`src/rtl/cmos_capture_pkg.sv`:
```
// Shared types and widths for the camera capture front end.
// Latency: n/a (declarations only).
// Backpressure: n/a.
package cmos_capture_pkg;

  localparam int PIX_CNT_W = 12;
  localparam int FRM_CNT_W = 16;

  typedef enum logic [1:0] {
    ST_IDLE    = 2'd0,
    ST_SKIP    = 2'd1,
    ST_WAIT_VS = 2'd2,
    ST_RUN     = 2'd3
  } state_t;

endpackage

```
`src/rtl/sync_2ff.sv`:
```
// Generic two-flop single-bit synchronizer for slow cross-domain flags.
// Latency: 2 destination-clock cycles.
// Backpressure: none; the level is sampled every cycle.
module sync_2ff #(
  parameter logic RST_VAL = 1'b0
) (
  input  logic I_clk,
  input  logic I_rst,
  input  logic I_d,
  output logic O_q
);

  logic meta;

  // Two back-to-back flops; only O_q may be used by downstream logic.
  always_ff @(posedge I_clk or posedge I_rst) begin
    if (I_rst) begin
      meta <= RST_VAL;
      O_q  <= RST_VAL;
    end else begin
      meta <= I_d;
      O_q  <= meta;
    end
  end

endmodule

```
`src/rtl/cmos_capture.sv`:
```
// OV5640 capture: byte pairs -> 16-bit pixels, frame skip, line/frame size checks.
// Latency: 2 cycles from the second byte at the input register to O_de; O_vs_n equally delayed.
// Backpressure: none; the downstream frame buffer must always accept O_de.
module cmos_capture
  import cmos_capture_pkg::*;
#(
  parameter int FRAME_SKIP = 10,
  parameter int H_RES      = 1280,
  parameter int V_RES      = 720
) (
  input  logic                 I_clk,
  input  logic                 I_rst,
  input  logic                 I_cfg_done,
  input  logic                 I_vsync,
  input  logic                 I_href,
  input  logic [7:0]           I_data,
  output logic                 O_vs_n,
  output logic                 O_de,
  output logic [15:0]          O_data,
  output logic [FRM_CNT_W-1:0] O_frame_cnt,
  output logic                 O_line_err,
  output logic                 O_frame_err
);

  localparam logic [PIX_CNT_W-1:0] H_RES_C   = PIX_CNT_W'(H_RES);
  localparam logic [PIX_CNT_W-1:0] V_RES_C   = PIX_CNT_W'(V_RES);
  localparam logic [PIX_CNT_W-1:0] PIX_ONE   = PIX_CNT_W'(1);
  localparam logic [FRM_CNT_W-1:0] FRM_ONE   = FRM_CNT_W'(1);
  localparam logic [FRM_CNT_W-1:0] SKIP_LAST = FRM_CNT_W'(FRAME_SKIP - 1);

  state_t                 state;
  logic [FRM_CNT_W-1:0]   skip_cnt;

  logic                   cfg_sync;
  logic                   cfg_d1;
  logic                   vs_r;
  logic                   vs_d1;
  logic                   href_r;
  logic                   href_d1;
  logic [7:0]             data_r;

  logic                   phase;
  logic [7:0]             hi_byte;
  logic                   pix_vld;
  logic [15:0]            pix_dat;
  logic [PIX_CNT_W-1:0]   pix_cnt;
  logic [PIX_CNT_W-1:0]   line_cnt;
  logic [FRM_CNT_W-1:0]   frame_cnt;

  logic                   vs_rise;
  logic                   href_rise;
  logic                   href_fall;
  logic                   cfg_fall;
  logic                   in_run;
  logic                   frame_start;
  logic                   pair_done;

  sync_2ff #(.RST_VAL(1'b0)) u_cfg_sync (
    .I_clk (I_clk),
    .I_rst (I_rst),
    .I_d   (I_cfg_done),
    .O_q   (cfg_sync)
  );

  assign vs_rise     = vs_r & ~vs_d1;
  assign href_rise   = href_r & ~href_d1;
  assign href_fall   = ~href_r & href_d1;
  assign cfg_fall    = cfg_d1 & ~cfg_sync;
  assign in_run      = (state == ST_RUN);
  // The vsync rise that enters RUN is the first forwarded frame start.
  assign frame_start = vs_rise & ((state == ST_WAIT_VS) | (state == ST_RUN));
  assign pair_done   = href_r & phase;
  assign O_frame_cnt = frame_cnt;

  // Input register stage plus one-cycle history for edge detection.
  always_ff @(posedge I_clk or posedge I_rst) begin
    if (I_rst) begin
      vs_r    <= 1'b0;
      href_r  <= 1'b0;
      data_r  <= 8'h00;
      vs_d1   <= 1'b0;
      href_d1 <= 1'b0;
      cfg_d1  <= 1'b0;
    end else begin
      vs_r    <= I_vsync;
      href_r  <= I_href;
      data_r  <= I_data;
      vs_d1   <= vs_r;
      href_d1 <= href_r;
      cfg_d1  <= cfg_sync;
    end
  end

  // Sequencer: wait for configuration, drop FRAME_SKIP frames, then align to a frame start.
  always_ff @(posedge I_clk or posedge I_rst) begin
    if (I_rst) begin
      state    <= ST_IDLE;
      skip_cnt <= '0;
    end else if (cfg_fall) begin
      state    <= ST_IDLE;
      skip_cnt <= '0;
    end else begin
      case (state)
        ST_IDLE: begin
          skip_cnt <= '0;
          if (cfg_sync) state <= (FRAME_SKIP == 0) ? ST_WAIT_VS : ST_SKIP;
        end
        ST_SKIP: begin
          if (vs_rise) begin
            if (skip_cnt == SKIP_LAST) begin
              state    <= ST_WAIT_VS;
              skip_cnt <= '0;
            end else begin
              skip_cnt <= skip_cnt + FRM_ONE;
            end
          end
        end
        ST_WAIT_VS: begin
          if (vs_rise) state <= ST_RUN;
        end
        default: state <= ST_RUN;
      endcase
    end
  end

  // Byte pairing: even phase latches the high byte, odd phase completes a pixel.
  always_ff @(posedge I_clk or posedge I_rst) begin
    if (I_rst) begin
      phase   <= 1'b0;
      hi_byte <= 8'h00;
      pix_vld <= 1'b0;
      pix_dat <= 16'h0000;
      pix_cnt <= '0;
    end else begin
      phase   <= href_r ? ~phase : 1'b0;
      pix_vld <= pair_done & in_run;
      if (href_r && !phase) hi_byte <= data_r;
      if (pair_done)        pix_dat <= {hi_byte, data_r};
      if (href_rise) begin
        pix_cnt <= '0;
      end else if (pair_done && (pix_cnt != '1)) begin
        pix_cnt <= pix_cnt + PIX_ONE;
      end
    end
  end

  // Output stage: sync and data leave together, blanked outside RUN.
  always_ff @(posedge I_clk or posedge I_rst) begin
    if (I_rst) begin
      O_de   <= 1'b0;
      O_data <= 16'h0000;
      O_vs_n <= 1'b1;
    end else begin
      O_de   <= pix_vld;
      if (pix_vld) O_data <= pix_dat;
      O_vs_n <= in_run ? ~vs_d1 : 1'b1;
    end
  end

  // Geometry checks; a frame start wins over a line check landing in the same cycle.
  always_ff @(posedge I_clk or posedge I_rst) begin
    if (I_rst) begin
      line_cnt    <= '0;
      frame_cnt   <= '0;
      O_line_err  <= 1'b0;
      O_frame_err <= 1'b0;
    end else if (frame_start) begin
      // Only a frame that began inside RUN has a trustworthy line count.
      O_frame_err <= in_run && (line_cnt != V_RES_C);
      O_line_err  <= 1'b0;
      line_cnt    <= '0;
      frame_cnt   <= frame_cnt + FRM_ONE;
    end else if (href_fall && in_run) begin
      if ((pix_cnt != H_RES_C) || phase) O_line_err <= 1'b1;
      if (line_cnt != '1) line_cnt <= line_cnt + PIX_ONE;
    end
  end

endmodule

```
`config.mk`:
```
export PLATFORM = sky130hd
export DESIGN_NAME = cmos_capture
export DESIGN_NICKNAME = d
export VERILOG_FILES = /design/src/rtl/cmos_capture_pkg.sv /design/src/rtl/sync_2ff.sv /design/src/rtl/cmos_capture.sv
export SDC_FILE = /design/constraint.sdc
export NUM_CORES = 1
export LEC_CHECK = 0
export ABC_AREA = 1
export BUFFER_PORTS_ARGS = -buffer_cell sky130_fd_sc_hd__buf_2
export CAP_MARGIN = 30
export CORE_MARGIN = 5
export CORE_UTILIZATION = 60
export CTS_BUF_LIST = sky130_fd_sc_hd__clkbuf_4 sky130_fd_sc_hd__clkbuf_8
export DETAILED_ROUTE_END_ITERATION = 16
export PLACE_DENSITY = 0.8
export SYNTH_ARGS = -nofsm -noshare
export SYNTH_HDL_FRONTEND = slang
export SYNTH_SLANG_ARGS = --single-unit
export TNS_END_PERCENT = 10
```
`constraint.sdc`:
```
create_clock -name I_clk -period 5.3 [get_ports I_clk]
set_input_delay 0.795 -clock I_clk [delete_from_list [all_inputs] [get_ports I_clk]]
set_output_delay 0.795 -clock I_clk [all_outputs]
set_load 0.02 [all_outputs]
```
==> impl_metrics.ini, run 1 <==
[logic_synthesis]
synthDistinctLibCells = 33
ys_ff_latch = 119
yosysWarnings = 0
ys_seq_area_frac = 0.536
netlist_instances = 644
syn_avg_cell_area_um2 = 8.63
synthesis.nets = 664
netlist_area_um2 = 5560

[cells_and_area]
fin_nets = 724
final_cell_mix = nand2_1 (171), dfrtp_1 (118), nor2_1 (77), inv_1 (68), nand3_1 (50)
layout-drive-gt1-share = 0.173
final_common_cell = nand2_1
antennaDiodeCount = 0
areaGrowthSynthToFinish_pct = 13.4

[clock_tree]
cts_tree = built
clkLatencyLatePin_ns = 0.42
cts_hold_buf = 0
cts.sinks = 119
h-tree-depth = 4
path_clk_slew_ns = 0.08
clock-root-buffer = clkbuf_8
cts_buffer_depth = 2
postCtsSetupBuffers = 0
cts_resized = 0
cts_buffers = 17

[sta]
finalHoldViolations = 0
setup_slack_ns = 3.42
max_freq_mhz = 531
rsz0062_at_grt = no
tightest_slew_ns = 0.806
period_share = 0.355
finClkSkew_ns = 0.00597
setup_viol = 0
slew_headroom = 0.461
period_needed_ns = 1.88
slew_viol_final = 0
fin_tns_setup_ns = 0

[setup_path]
worst-path-stages = 1
arrival_ns = 1.09
r2r_slack_ns = 3.42
cp_max_fo = 1
path_class = register to output port
rr_startpoint = phase$_DFF_PP0_
rr_endpoint = pix_cnt[3]$_DFFE_PP0P_
critPathLaunchType = register
crit_buf_inv = 1
reg2regPathDepth = 7
endpoint = O_vs_n
crit_start = O_vs_n$_DFF_PP1_
crit_chain = buf_2
required_ns = 4.51
cp-end-kind = output port
critPathTopFamily = flip-flops
worst_path_largest_cell_delay_ns = 0.52
critPathSlowestCell = dfstp_2

[pwr]
leakagePower_nw = 3.11
powerDensity_nw_per_um2 = 388
worst_ir_drop_vdd_v = 0.000243

[global_routing]
first_global_vias = 4471
grt_pass1_wl_mm = 19.4
antenna_found_initial = 0
grt_overflow = 0
grt_use_total = 0.211
grt_max_degree = 64

[placed_design]
place_hpwl_mm = 7.69
port_buffers = 48
gp_congestion = 0.878
post-place-ws_ns = 3.10

[die]
pin_count = 49
initial_utilization = 0.607
die_w_um = 106
coreArea_um2 = 9150
dieArea_um2 = 11300
rows = 35
dieHeight_um = 106

[drt]
viasPerCell = 5.36
dr.pass1.iters = 5
drtIter0Drc = 286
vias = 4438
wl_mm = 11.0
route.detailed.drc = 0
final_antenna_net_count = 0
wl_per_cell_um = 13.3

[min_path]
hp-class = register to register

[run_status]
status = complete, no violations

[job]
cap_violations = 0
[metrics by stage]
stage	total power [mW]	utilization	cell area, µm²	std cells	hold WS (ns)
3_3_place_gp	1.63	0.646	5910	796	0.333
4_1_cts	2.47	0.689	6300	828	0.352
5_1_grt	2.59	0.689	6300	828	0.369
2_1_floorplan	1.49	-	5560	644	0.331
6_report	2.45	0.689	6300	828	0.349
3_5_place_dp	1.65	0.646	5910	796	0.335
[metal layers]
layer,part of all wire,vias up,wire length [µm],global-route usage
met4,0.0074,0,82,0.0740
met5,0,-,0,0
met1,0.44,2134,4870,0.276
li1,-,2180,-,-
met3,0.047,10,516,0.0407
met2,0.50,114,5540,0.354
[sequential cells by signal, summed over array words and instances (netlist names), 2 cells and up]
| name | cells |
|---|---|
| O_data | 16 |
| O_frame_cnt | 16 |
| data_r | 8 |
| hi_byte | 8 |
| line_cnt | 12 |
| pix_cnt | 12 |
| pix_dat | 16 |
| skip_cnt | 16 |
| state | 2 |
[how the worst min path moves through the flow]
stage,slack (ns),to,startpoint,depth (start not counted)
2_1_floorplan,0.33,u_cfg_sync.O_q$_DFF_PP0_,u_cfg_sync.meta$_DFF_PP0_,0
3_3_place_gp,0.33,u_cfg_sync.O_q$_DFF_PP0_,u_cfg_sync.meta$_DFF_PP0_,0
3_5_place_dp,0.33,u_cfg_sync.O_q$_DFF_PP0_,u_cfg_sync.meta$_DFF_PP0_,0
4_1_cts,0.35,u_cfg_sync.O_q$_DFF_PP0_,u_cfg_sync.meta$_DFF_PP0_,0
5_1_grt,0.37,u_cfg_sync.O_q$_DFF_PP0_,u_cfg_sync.meta$_DFF_PP0_,0
6_report,0.35,u_cfg_sync.O_q$_DFF_PP0_,u_cfg_sync.meta$_DFF_PP0_,0
[cell type report]
class | count | area [µm²]
clock buffer | 17 | 234
sequential | 119 | 2980
clock inverter | 15 | 160
fill | 704 | 2850
tap | 111 | 139
inverter | 76 | 293
timing repair buffer | 50 | 255
multi-input combinational | 440 | 2240
[Yosys cell counts]
| cell | n | area share |
|---|---|---|
| buf_6 | 1 | 0.0020 |
| xnor2_1 | 4 | 0.0063 |
| buf_2 | 3 | 0.0027 |
| nor2_1 | 77 | 0.052 |
| nand2_2 | 2 | 0.0023 |
| clkbuf_1 | 5 | 0.0034 |
| nor2_4 | 5 | 0.010 |
| nand2_1 | 171 | 0.12 |
| inv_2 | 6 | 0.0041 |
| o22ai_1 | 1 | 0.0011 |
| xor2_1 | 19 | 0.030 |
| dfstp_2 | 1 | 0.0047 |
| nor3_1 | 10 | 0.0090 |
| a21oi_4 | 1 | 0.0029 |
| o21ai_0 | 27 | 0.024 |
| ha_1 | 7 | 0.016 |
| nand4_1 | 17 | 0.019 |
| nor2_2 | 1 | 0.0011 |
| nand3_1 | 50 | 0.045 |
| nand2_4 | 1 | 0.0020 |
| or2_2 | 3 | 0.0034 |
| o31ai_1 | 3 | 0.0041 |
| nor4_1 | 1 | 0.0011 |
| nand3b_2 | 1 | 0.0020 |
| a21o_1 | 1 | 0.0014 |
| mux2_2 | 16 | 0.032 |
| clkinv_4 | 1 | 0.0016 |
| inv_1 | 69 | 0.047 |
| a21oi_1 | 4 | 0.0036 |
| nand3_2 | 3 | 0.0054 |
| dfrtp_1 | 118 | 0.53 |
| nand3b_1 | 1 | 0.0014 |
| o21ai_1 | 14 | 0.013 |
[kinds of logic (layout without fill, tap and decap cells)]
family / count (synthesis) / in the layout / synth area share
xor+xnor: 23 / 23 / 0.0362
compound gates: 51 / 51 / 0.0500
simple gates: 343 / 343 / 0.269
flops: 119 / 119 / 0.536
buf+inv: 85 / 158 / 0.0603
fa+ha+maj: 7 / 7 / 0.0158
mux: 16 / 16 / 0.0324
[power breakdown]
part	switching, mW	internal, mW
Sequential	0.104	1.04
Combinational	0.325	0.170
Clock	0.416	0.393
Total	0.845	1.60
No activity file was read; power rests on OpenSTA's default activity.
==> run 2: changes to the inputs <==
==> constraint.sdc (replaced) <==
create_clock -name I_clk -period 1.77 [get_ports I_clk]
set_input_delay 0.2655 -clock I_clk [delete_from_list [all_inputs] [get_ports I_clk]]
set_output_delay 0.2655 -clock I_clk [all_outputs]
set_load 0.02 [all_outputs]
==> impl_metrics.ini, run 2 (synthesis results as in run 1) <==
[run_status]
status = complete, no violations

[clock_tree]
clkLatencyLatePin_ns = 0.43
path_clk_slew_ns = 0.08
cts_buffer_depth = 2
postCtsSetupBuffers = 0
cts_tree = built
cts.sinks = 119
clock-root-buffer = clkbuf_8
cts_buffers = 17
h-tree-depth = 4

[placed_design]
place_area_um2 = 5990
place_hpwl_mm = 7.82
gp_congestion = 0.854
port_buffers = 48

[drt]
wl_per_cell_um = 13.4
route.detailed.drc = 0
drtIter0Drc = 217
dr.pass1.iters = 5
viasPerCell = 5.27
final_antenna_net_count = 0
wl_mm = 11.4
vias = 4463

[die]
dieHeight_um = 106
initial_utilization = 0.607
die_w_um = 106
rows = 35
pin_count = 49
dieArea_um2 = 11300
coreArea_um2 = 9150

[cells_and_area]
final_cell_mix = nand2_1 (170), dfrtp_1 (118), nor2_1 (76), inv_1 (68), nand3_1 (50)
final_area_um2 = 6530
antennaDiodeCount = 0
layout-drive-gt1-share = 0.181
areaGrowthSynthToFinish_pct = 17.4
final_common_cell = nand2_1
fin_nets = 743

[setup_path]
crit_start = line_cnt[1]$_DFFE_PP0P_
arrival_ns = 1.93
reg2regPathDepth = 7
cp-end-kind = register
r2r_slack_ns = 0.17
path_class = register to register
required_ns = 2.10
rr_startpoint = line_cnt[1]$_DFFE_PP0P_
endpoint = line_cnt[4]$_DFFE_PP0P_
cp_max_fo = 10
rr_endpoint = line_cnt[4]$_DFFE_PP0P_
critPathLaunchType = register

[sta]
finClkSkew_ns = 0.0110
slew_headroom = 0.653
rsz0062_at_grt = no
holdWs_ns = 0.364
fin_tns_setup_ns = 0
period_share = 0.902
setup_viol = 0
max_freq_mhz = 626
finalHoldViolations = 0
tightest_slew_ns = 0.520
period_needed_ns = 1.60
slew_viol_final = 0

[global_routing]
grt_overflow = 0
grt_max_degree = 44
first_global_vias = 4618
grt_use_total = 0.226
antenna_found_initial = 0
grt_pass1_wl_mm = 20.6

[pwr]
worst_ir_drop_vdd_v = 0.00100
leakagePower_nw = 3.21
powerDensity_nw_per_um2 = 1140

[job]
cap_violations = 0

[min_path]
hp-class = register to register
[run 2: cell count changes in the layout (fill, tap and decap cells not counted), sizes merged]
cell / previous run / this run
buf: 50 / 57
clkinv: 3 / 6
clkbuf: 17 / 18
bufinv: 1 / 2
dlygate4sd3: 0 / 12
inv: 85 / 80
[run 2: worst min-delay path by stage]
stage | start | end | slack, ns | cells past startpoint
final | u_cfg_sync.meta$_DFF_PP0_ | u_cfg_sync.O_q$_DFF_PP0_ | 0.36 | 0
after global routing | u_cfg_sync.meta$_DFF_PP0_ | u_cfg_sync.O_q$_DFF_PP0_ | 0.37 | 0
after CTS | u_cfg_sync.meta$_DFF_PP0_ | u_cfg_sync.O_q$_DFF_PP0_ | 0.37 | 0
after detailed placement | I_rst | O_frame_cnt[15]$_DFFE_PP0N_ | 0.34 | 2
after global placement | I_rst | O_frame_cnt[2]$_DFFE_PP0N_ | 0.32 | 2
after floorplan | I_data[0] | data_r[0]$_DFF_PP0_ | 0.30 | 0
[run 2: repair_timing]
action / CTS / global route
gates resized for setup: 0 / 2
hold buffers: 12 / 0
setup endpoints to repair: 0 / 2
endpoints found under the hold margin: 27 / 0
[run 2: final cells by class]
type / count / area [µm²]
Fill cell: 671 / 2630
Tap cell: 111 / 139
Sequential cell: 119 / 2980
Inverter: 76 / 294
Multi-Input combinational cell: 440 / 2250
Clock inverter: 14 / 163
Clock buffer: 18 / 248
Timing Repair Buffer: 69 / 453
[run 2: report_power, final]
group / switching (mW) / total (mW) / internal, mW
sequential: 0.300 / 3.41 / 3.12
combinational: 0.996 / 1.55 / 0.550
clock: 1.18 / 2.50 / 1.33
total: 2.47 / 7.47 / 4.99
[run 2: stage by stage]
step | total power, mW | instances | utilization | setup WS [ns]
2_1_floorplan | 4.46 | 644 | - | 0.0500
3_3_place_gp | 4.92 | 803 | 0.654 | 0.233
3_5_place_dp | 4.97 | 803 | 0.654 | 0.144
4_1_cts | 7.53 | 847 | 0.712 | 0.128
5_1_grt | 7.89 | 847 | 0.713 | 0.0446
6_report | 7.47 | 847 | 0.713 | 0.174
[run 2: routing by layer]
layer  GRT usage  vias up  part of all wire  routed length, µm
met5           0        -                 0                  0
met4      0.0925        0             0.013                153
met3      0.0510       19             0.039                440
met2       0.365       87              0.50               5660
met1       0.297     2130              0.45               5100
li1            -     2227                 -                  -
[run 2: worst max-delay path, cell delays in order (launching register included)]
cell	delay, ns
dfrtp_1	0.40
ha_1	0.18
nand2_1	0.13
nor2_4	0.19
nand3b_2	0.16
a21oi_4	0.28
nand2_1	0.09
o31ai_1	0.08
==> run 3: changes to the inputs <==
--- a/config.mk
+++ b/config.mk
@@ -9,10 +9,10 @@
 export BUFFER_PORTS_ARGS = -buffer_cell sky130_fd_sc_hd__buf_2
 export CAP_MARGIN = 30
 export CORE_MARGIN = 5
-export CORE_UTILIZATION = 60
+export CORE_UTILIZATION = 62
 export CTS_BUF_LIST = sky130_fd_sc_hd__clkbuf_4 sky130_fd_sc_hd__clkbuf_8
 export DETAILED_ROUTE_END_ITERATION = 16
-export PLACE_DENSITY = 0.8
+export PLACE_DENSITY = 0.83
 export SYNTH_ARGS = -nofsm -noshare
 export SYNTH_HDL_FRONTEND = slang
 export SYNTH_SLANG_ARGS = --single-unit
==> impl_metrics.ini, run 3 (synthesis results as in run 1) <==
[cells_and_area]
fin_nets = 741
final_area_um2 = 6470
final_cell_mix = nand2_1 (171), dfrtp_1 (118), nor2_1 (76), inv_1 (68), nand3_1 (50)
antennaDiodeCount = 0
layout-drive-gt1-share = 0.178
areaGrowthSynthToFinish_pct = 16.3
final_common_cell = nand2_1
fin_util = 0.741
stdcell_count = 842

[pwr]
worst_ir_drop_vdd_v = 0.000868
powerDensity_nw_per_um2 = 1150
combinationalPowerShare = 0.211
p_switching_mw = 2.59
internal_power_mw = 4.84
leakagePower_nw = 3.18
switching_share = 0.348
power_mw = 7.42
power_frac_seq = 0.460
power.share.clock = 0.329

[sta]
slew_viol_final = 0
tightest_slew_ns = 0.616
fin_tns_setup_ns = 0
finalHoldViolations = 0
finClkSkew_ns = 0.0139
rsz0062_at_grt = no
max_freq_mhz = 603
slew_headroom = 0.589
period_share = 0.937
setup_viol = 0
period_needed_ns = 1.66

[global_routing]
grt_use_met2 = 0.385
met3_usage = 0.0567
grt_max_degree = 120
use_met1 = 0.302
grt_pass1_wl_mm = 20.9
first_global_vias = 4491
grt_overflow = 0
antenna_found_initial = 0
busiest_layer = met2
grt_use_total = 0.231

[die]
dieHeight_um = 105
rows = 34
die_w_um = 105
initial_utilization = 0.637
pin_count = 49
dieArea_um2 = 11000
coreArea_um2 = 8720

[setup_path]
critPathTopFamily = simple AND/OR/NAND/NOR gates
cp-end-kind = register
crit_chain = ha_1 -> nand2_1 -> nor2_4 -> nand3b_2 -> nand2_1 -> nand2_2 -> nand3_1 -> o21ai_1
critPathLaunchType = register
arrival_ns = 1.97
r2r_slack_ns = 0.11
path_class = register to register
cp_max_fo = 7
required_ns = 2.08
crit_buf_inv = 0
critPathSlowestCell = dfrtp_1
cpMostUsedCell = nand2_1
worst_path_largest_cell_delay_ns = 0.40

[clock_tree]
cts_tree = built
cts_buffers = 17
clkLatencyLatePin_ns = 0.43
clock-root-buffer = clkbuf_8
cts_buffer_depth = 2
cts.sinks = 119
h-tree-depth = 4
path_clk_slew_ns = 0.09

[drt]
dr.pass1.iters = 5
wl_mm = 11.9
final_antenna_net_count = 0
wl_per_cell_um = 14.1
route.detailed.drc = 0
vias = 4482
viasPerCell = 5.32
drtIter0Drc = 255

[placed_design]
port_buffers = 48
place_hpwl_mm = 7.80
place_area_um2 = 5970
gp_congestion = 0.879
dp.cells = 799

[run_status]
status = complete, no violations

[min_path]
hp-class = input port to asynchronous set/reset pin

[job]
cap_violations = 0
## run 3: final cells by class
cell class | instances | area (µm²)
clock buffers | 17 | 234
repair buffers | 67 | 423
multi-input cells | 440 | 2250
fillers | 636 | 2250
flip-flops and latches | 119 | 2980
inverters | 76 | 294
clock inverters | 15 | 154
well taps | 108 | 135
## run 3: path summary, 6_finish.rpt
| path | from | to | cells past startpoint |
|---|---|---|---|
| max | line_cnt[1]$_DFFE_PP0P_ | line_cnt[1]$_DFFE_PP0P_ | 8 |
| min | I_rst | O_frame_cnt[14]$_DFFE_PP0N_ | 3 |
| max reg2reg | line_cnt[1]$_DFFE_PP0P_ | line_cnt[1]$_DFFE_PP0P_ | 8 |
| min reg2reg | u_cfg_sync.meta$_DFF_PP0_ | u_cfg_sync.O_q$_DFF_PP0_ | 0 |
| max in group asynchronous | I_rst | line_cnt[4]$_DFFE_PP0P_ | 3 |
| min in group I_clk | u_cfg_sync.meta$_DFF_PP0_ | u_cfg_sync.O_q$_DFF_PP0_ | 0 |
## run 3: through the flow
stage	setup WS [ns]	hold WS (ns)
global placement	0.249	0.332
CTS	0.114	0.0357
global route	0.00356	0.0527
detailed placement	0.197	0.341
finish	0.111	0.00195
floorplan	0.0500	0.297
## run 3: worst min-delay path, stage by stage
cell and delay [ns]:
buf_2 0.11, clkinvlp_4 0.07, buf_12 0.45
## run 3: what timing repair did
item / CTS / global route
hold buffers: 11 / 0
gates resized for setup: 0 / 1
setup buffers: 0 / 0
setup endpoints to repair: 0 / 1
hold endpoints to repair: 11 / 0
## run 3: per-layer routing
layer | share of wire | wire [µm]
met4 | 0.015 | 184
met5 | 0 | 0
met1 | 0.43 | 5160
met2 | 0.50 | 5990
met3 | 0.046 | 550
## run 3: power by group through the flow
stage	Clock (mW)	Combinational (mW)	Sequential, mW
2_1_floorplan	0	0.826	3.64
3_3_place_gp	0	1.48	3.43
3_5_place_dp	0	1.54	3.45
4_1_cts	2.48	1.58	3.41
5_1_grt	2.65	1.74	3.47
6_report	2.44	1.57	3.41
